**src/rtl/cpu_addr_pkg.sv**
```systemverilog
// Shared address-map constants for the fetch unit, NPC logic and memory paths.
package cpu_addr_pkg;

    localparam logic [31:0] RESET_PC_DEF = 32'h0000_3000;
    localparam logic [31:0] IM_BASE_DEF  = 32'h0000_3000;
    localparam int          IM_WORDS_DEF = 4096;
    localparam int          IM_IDX_W     = $clog2(IM_WORDS_DEF);

    // Exclusive upper byte bound of a word-addressed region, widened so base+size cannot wrap.
    function automatic logic [32:0] region_limit(input logic [31:0] base, input int words);
        return {1'b0, base} + (33'(words) << 2);
    endfunction

endpackage

```
**src/rtl/pc_range_check.sv**
```systemverilog
// Alignment and window check for a word address; shared by fetch and data-memory paths.
module pc_range_check
    import cpu_addr_pkg::*;
#(
    parameter logic [31:0] BASE  = IM_BASE_DEF,
    parameter int          WORDS = IM_WORDS_DEF
) (
    input  logic [31:0] addr,
    output logic        fault
);

    localparam logic [32:0] LIMIT = region_limit(BASE, WORDS);

    logic misaligned;
    logic below;
    logic above;

    always_comb begin
        misaligned = (addr[1:0] != 2'b00);
        below      = (addr < BASE);
        above      = ({1'b0, addr} >= LIMIT);
        fault      = misaligned | below | above;
    end

endmodule

```
**src/rtl/pc_reg.sv**
```systemverilog
// Program counter register with derived fetch address, increment and fault flag.
module pc_reg
    import cpu_addr_pkg::*;
#(
    parameter logic [31:0] RESET_PC = RESET_PC_DEF,
    parameter logic [31:0] IM_BASE  = IM_BASE_DEF,
    parameter int          IM_WORDS = IM_WORDS_DEF,
    localparam int         IDX_W    = $clog2(IM_WORDS)
) (
    input  logic             clk,
    input  logic             res,
    input  logic [31:0]      pc,
    input  logic             WE,
    output logic [31:0]      PC,
    output logic [31:0]      pc_plus4,
    output logic [IDX_W-1:0] im_addr,
    output logic             addr_fault
);

    logic [31:0] im_offset;

    // Values are stored as given; bad addresses surface through addr_fault, not correction.
    always_ff @(posedge clk or negedge res) begin
        if (!res) begin
            PC <= RESET_PC;
        end else if (WE) begin
            PC <= pc;
        end
    end

    always_comb begin
        pc_plus4  = PC + 32'd4;
        im_offset = PC - IM_BASE;
        im_addr   = im_offset[IDX_W+1:2];
    end

    pc_range_check #(
        .BASE  (IM_BASE),
        .WORDS (IM_WORDS)
    ) u_range_check (
        .addr  (PC),
        .fault (addr_fault)
    );

endmodule

```
**config.mk**
```make
export PLATFORM = sky130hd
export DESIGN_NAME = pc_reg
export DESIGN_NICKNAME = d
export VERILOG_FILES = /design/src/rtl/cpu_addr_pkg.sv /design/src/rtl/pc_range_check.sv /design/src/rtl/pc_reg.sv
export SDC_FILE = /design/constraint.sdc
export NUM_CORES = 1
export LEC_CHECK = 0
export ABC_CLOCK_PERIOD_IN_PS = 4700
export CORE_ASPECT_RATIO = 0.75
export CORE_MARGIN = 2
export CORE_UTILIZATION = 42
export CTS_BUF_LIST = sky130_fd_sc_hd__clkbuf_8
export DETAILED_ROUTE_END_ITERATION = 12
export MAX_ROUTING_LAYER = met4
export PLACE_DENSITY_LB_ADDON = 0.15
export SYNTH_ARGS = -nofsm -noshare
export SYNTH_HDL_FRONTEND = slang
export SYNTH_HIERARCHICAL = 1
export SYNTH_SLANG_ARGS = --single-unit
```
**constraint.sdc**
```tcl
create_clock -name clk -period 4.7 [get_ports clk]
set_input_delay 0.94 -clock clk [delete_from_list [all_inputs] [get_ports clk]]
set_output_delay 0.94 -clock clk [all_outputs]
set_load 0.03 [all_outputs]
```
==> Word level (Yosys, flattened, before mapping) <==
Cells that the tools add are included.
{ "word_totals": {"ff_bits": 32, "latch_bits": 0, "ramBits": 0, "mem_bits_ro": 0, "inputBits": 35, "output_inout_bits": 77, "memories": 0} }
{ "op_classes": {"n_addsub": 2, "multipliers": 0, "n_div": 0, "n_lt_le_gt_ge": 2, "eq_ne": 0, "shifts": 0, "mux": 0, "bitwise_logic": 2, "n_reduce_logical": 1} }
{ "op_table": {"columns": ["operator", "count"], "rows": [
  ["adder 32 x 3 -> 32 bit (second input constant)", 1],
  ["greater-or-equal comparator 32 x 15 -> 1 bit (second input constant)", 1],
  ["< comparator 32 x 14 -> 1 bit (second input constant)", 1],
  ["subtractor 14 bit (second input constant)", 1],
  ["OR 1 bit", 2],
  ["nonzero test 2 bit", 1]
]} }

==> Depth between registers and ports, before layout <==
{ "logic_depth": {"word_depth": 3, "ltp_mapped": 6} }

==> Cells and area by module <==
Netlist, hierarchy kept.
{ "modules_own_cells": {"columns": ["module", "instances", "cells_per_inst", "area_per_inst_um2"], "rows": [
  ["pc_reg", 1, 174, 1879.3],
  ["pc_range_check", 1, 9, 55.1]
]} }

==> Least setup slack after synthesis <==
No wires, ideal clock.
{ "synth_path": {"path_kind": "reg2out", "start": "register PC[3]", "end": "output port pc_plus4[26]", "t_arrival_ps": 1991, "required_time_ps": 3760, "setup_slack_ps": 1769, "path_stages_with_launch": 7, "n_path_buf": 1, "cell_sequence": "dfrtp_1 -> ha_1 -> and2_1 -> and3_1 -> clkbuf_2 -> nand4_1 -> xnor2_1"} }
{ "synth_between": {"elab_chain_len": 1} }
{ "synth_rtl": {"columns": ["item", "line", "source"], "rows": [
  ["start: declaration", "pc_reg.sv:14", "output logic [31:0] PC,"],
  ["start signal: assignment", "pc_reg.sv:27", "PC <= pc;"],
  ["adder 32 x 3 -> 32 bit", "pc_reg.sv:32", "pc_plus4 = PC + 32'd4;"],
  ["end: declaration", "pc_reg.sv:15", "output logic [31:0] pc_plus4,"]
]} }
No other way between the ends.

==> Final worst setup path <==
{ "layout_path": {"start": "register PC[13]", "end": "output port pc_plus4[26]"} }
The elaborated chain is that of the path after synthesis.

==> impl_metrics.env <==
export IMPL_status="finished, final reports clean"
export IMPL_worstHoldPathType="reg2reg"
export IMPL_critical_path_required_ns=3.76
export IMPL_yosys_warnings=6
export IMPL_netlist_area_sq_um=1930
export IMPL_finalHoldViolations=0
export IMPL_crit_cells=6
export IMPL_synth_edf_count=0
export IMPL_clkLatencyLatePin_ns=0.28
export IMPL_grt_usage=0.223
export IMPL_worstSetupStartpointType="register"
export IMPL_cellPowerDensity_nw_per_um2=325
export IMPL_p_seq_frac=0.351
export IMPL_grt_pass1_wl_mm=8.54
export IMPL_slew_viol_final=0
export IMPL_antenna_cells=0
export IMPL_place_gp_congestion=0.939
export IMPL_dpl_cell_area_sq_um=3020
export IMPL_die_h_um=62.8
export IMPL_slowest_delay_ns=0.70
export IMPL_regArea_sq_um=803
export IMPL_final_setup_skew_ns=0
export IMPL_clock_path_buffers=2
export IMPL_fin_crit_ns=3.55
export IMPL_grt_pass1_vias=1698
export IMPL_viasPerCell=5.03
export IMPL_reg2reg_depth=1
export IMPL_dp_slack_ns=1.46
export IMPL_synthAdderAreaFrac=0.0129
export IMPL_largest_register_ff_count=32
export IMPL_synthMuxAreaShare=0.175
export IMPL_first_iter_violations=111
export IMPL_antenna_found_initial=0
export IMPL_cp_startpoint="PC[13]"
export IMPL_setup_viol=0
export IMPL_cp_top_family="buffers and inverters"
export IMPL_initial_utilization=0.436
export IMPL_dp_hpwl_mm=4.06
export IMPL_dieArea_sq_um=5170
export IMPL_synth_ff_type="dfrtp_1"
export IMPL_ys_seq_area_frac=0.415
export IMPL_cap_violations=0
export IMPL_whs_ns=0.594
export IMPL_finalCritPeriodShare=0.756
export IMPL_finalSetupTns_ns=0
export IMPL_post_cts_buffers=0
export IMPL_pwr_share_clk=0.257
export IMPL_coreArea_sq_um=4440
export IMPL_stdcell_area_sq_um=3130
export IMPL_sw_frac_of_total=0.365
export IMPL_vias=1730
export IMPL_p_leak_uw=0.00123
export IMPL_synth_compound_area_share=0.00517
export IMPL_wire_per_inst_um=15.4
export IMPL_syn_inst=183
export IMPL_fin_ws_ns=1.15
export IMPL_final_cell_mix="111 x clkdlybuf4s50_1, 30 x dfrtp_1, 30 x mux2_2"
export IMPL_async_flop_share=1.00
export IMPL_fmax_ghz=0.282
export IMPL_slew_headroom=0.650
export IMPL_synth_top_area_cell="dfrtp_1"
export IMPL_cp_arrival_ns=2.61
export IMPL_yosysTopAreaCellShare=0.388
export IMPL_antenna_left=0
export IMPL_cts_repair_resized=0
export IMPL_path_buf_inv=1
export IMPL_worst_path_max_delay_cell="clkdlybuf4s50_1"
export IMPL_synth_seq_cells=32
export IMPL_syn_to_final_growth_pct=61.8
export IMPL_htree_levels=2
export IMPL_peakVddDrop_mv=0.233
export IMPL_yosys_top_cells_area="dfrtp_1 39%, mux2_2 17%, xnor2_1 10%"
export IMPL_hp_start="PC[12]"
export IMPL_p_sw_uw=371
export IMPL_rsz0062_at_grt="no"
export IMPL_top_regs="PC (32)"
export IMPL_synth_xor_area_frac=0.131
export IMPL_drc=0
export IMPL_critPathCaptureType="primary output"
export IMPL_holdBufCountCts=0
export IMPL_crit_chain="ha_1 -> and3_1 -> nor2b_1 -> nand4_1 -> xnor2_1 -> clkdlybuf4s50_1"
export IMPL_nets=323
export IMPL_synth_nets=220
export IMPL_drive_above_1_share=0.164
export IMPL_cts_sinks=32
export IMPL_syn_area_per_cell_sq_um=10.6
export IMPL_fill_cells=356
export IMPL_path_max_fanout=7
export IMPL_r2r_start="PC[9]"
export IMPL_drtPass1Iterations=4
export IMPL_grt_ovfl_total=0
export IMPL_path_class="reg2out"
export IMPL_placement_rows=21
export IMPL_synth_simple_area_share=0.199
export IMPL_grt_max_degree=35
export IMPL_synth_top_family_by_area="simple AND/OR/NAND/NOR gates"
export IMPL_hold_path_depth=2
export IMPL_cts_root_buf="clkbuf_8"
export IMPL_worst_slew_pin_slew_ns=0.522
export IMPL_yosys_cell_types_count=27
export IMPL_die_width_um=82.4
export IMPL_combPwrFrac=0.392
export IMPL_io_buffers=111
export IMPL_numCtsBuffers=5
export IMPL_ios=112
export IMPL_drt_wl_total_mm=5.31
export IMPL_largest_register="PC"
export IMPL_intPower_uw=646
export IMPL_multi_input_area_sq_um=1010
export IMPL_cts_tree="done"
export IMPL_clk_pin_slew_ns=0.07
export IMPL_final_common_cell="clkdlybuf4s50_1"
## worst min-delay path, stage by stage, from the launching register on
cell	delay, ns
dfstp_2	0.40
inv_1	0.10
o21ai_0	0.09
## through the flow
step,power (uW),cells,util
final,1020,344,0.705
after global routing,1070,344,0.705
after CTS,1030,344,0.705
after detailed placement,762,336,0.680
after global placement,758,336,0.680
after floorplan,583,183,-
## logic make-up after synthesis
| kind of cell | after synthesis |
|---|---|
| AND/OR/NAND/NOR | 69 |
| flip-flops | 32 |
| multiplexers | 30 |
| XOR/XNOR | 29 |
| buffers and inverters | 19 |
| AO/OA/AOI/OAI | 2 |
| adder cells (fa/ha/maj) | 2 |
## Yosys cell counts (all sizes together), types with 3 or more instances
cell type / count
clkbuf: 3
xnor2: 22
nor2: 5
xor2: 7
and3: 8
nor4: 6
nand2: 19
mux2: 30
nand4: 12
nand3: 8
nor3: 5
buf: 14
dfrtp: 30
## layout make-up
type,count,area share
well taps,57,0.0228
flip-flops and latches,32,0.257
inverters,2,0.00240
clock buffers,5,0.0220
clock inverters,3,0.0136
multi-input cells,132,0.323
repair buffers,113,0.360
## worst paths after layout
| kind | end | slack (ns) |
|---|---|---|
| worst min-delay path | PC[12] | 0.59 |
| max in group asynchronous | PC[12] | 3.32 |
| worst max register to register | PC[9] | 3.80 |
| worst max-delay path | pc_plus4[26] | 1.15 |
| min in group asynchronous | PC[3] | 1.05 |
| worst min register to register | PC[12] | 0.59 |
## power by group through the flow
stage	combinational (uW)	clock, uW	sequential [uW]
2_1_floorplan	178	0	405
3_3_place_gp	397	0	361
3_5_place_dp	400	0	362
4_1_cts	402	268	358
5_1_grt	418	282	365
6_report	399	261	358
## layer usage
| metal | routed length (um) | global-route usage | part of all wire | up-vias |
|---|---|---|---|---|
| li1 | - | - | - | 846 |
| met1 | 2560 | 0.328 | 0.48 | 799 |
| met2 | 2280 | 0.310 | 0.43 | 77 |
| met3 | 403 | 0.0549 | 0.076 | 8 |
| met4 | 64 | 0.0479 | 0.012 | 0 |
| met5 | 0 | - | 0 | - |
Power figures use the tool's default switching activity.
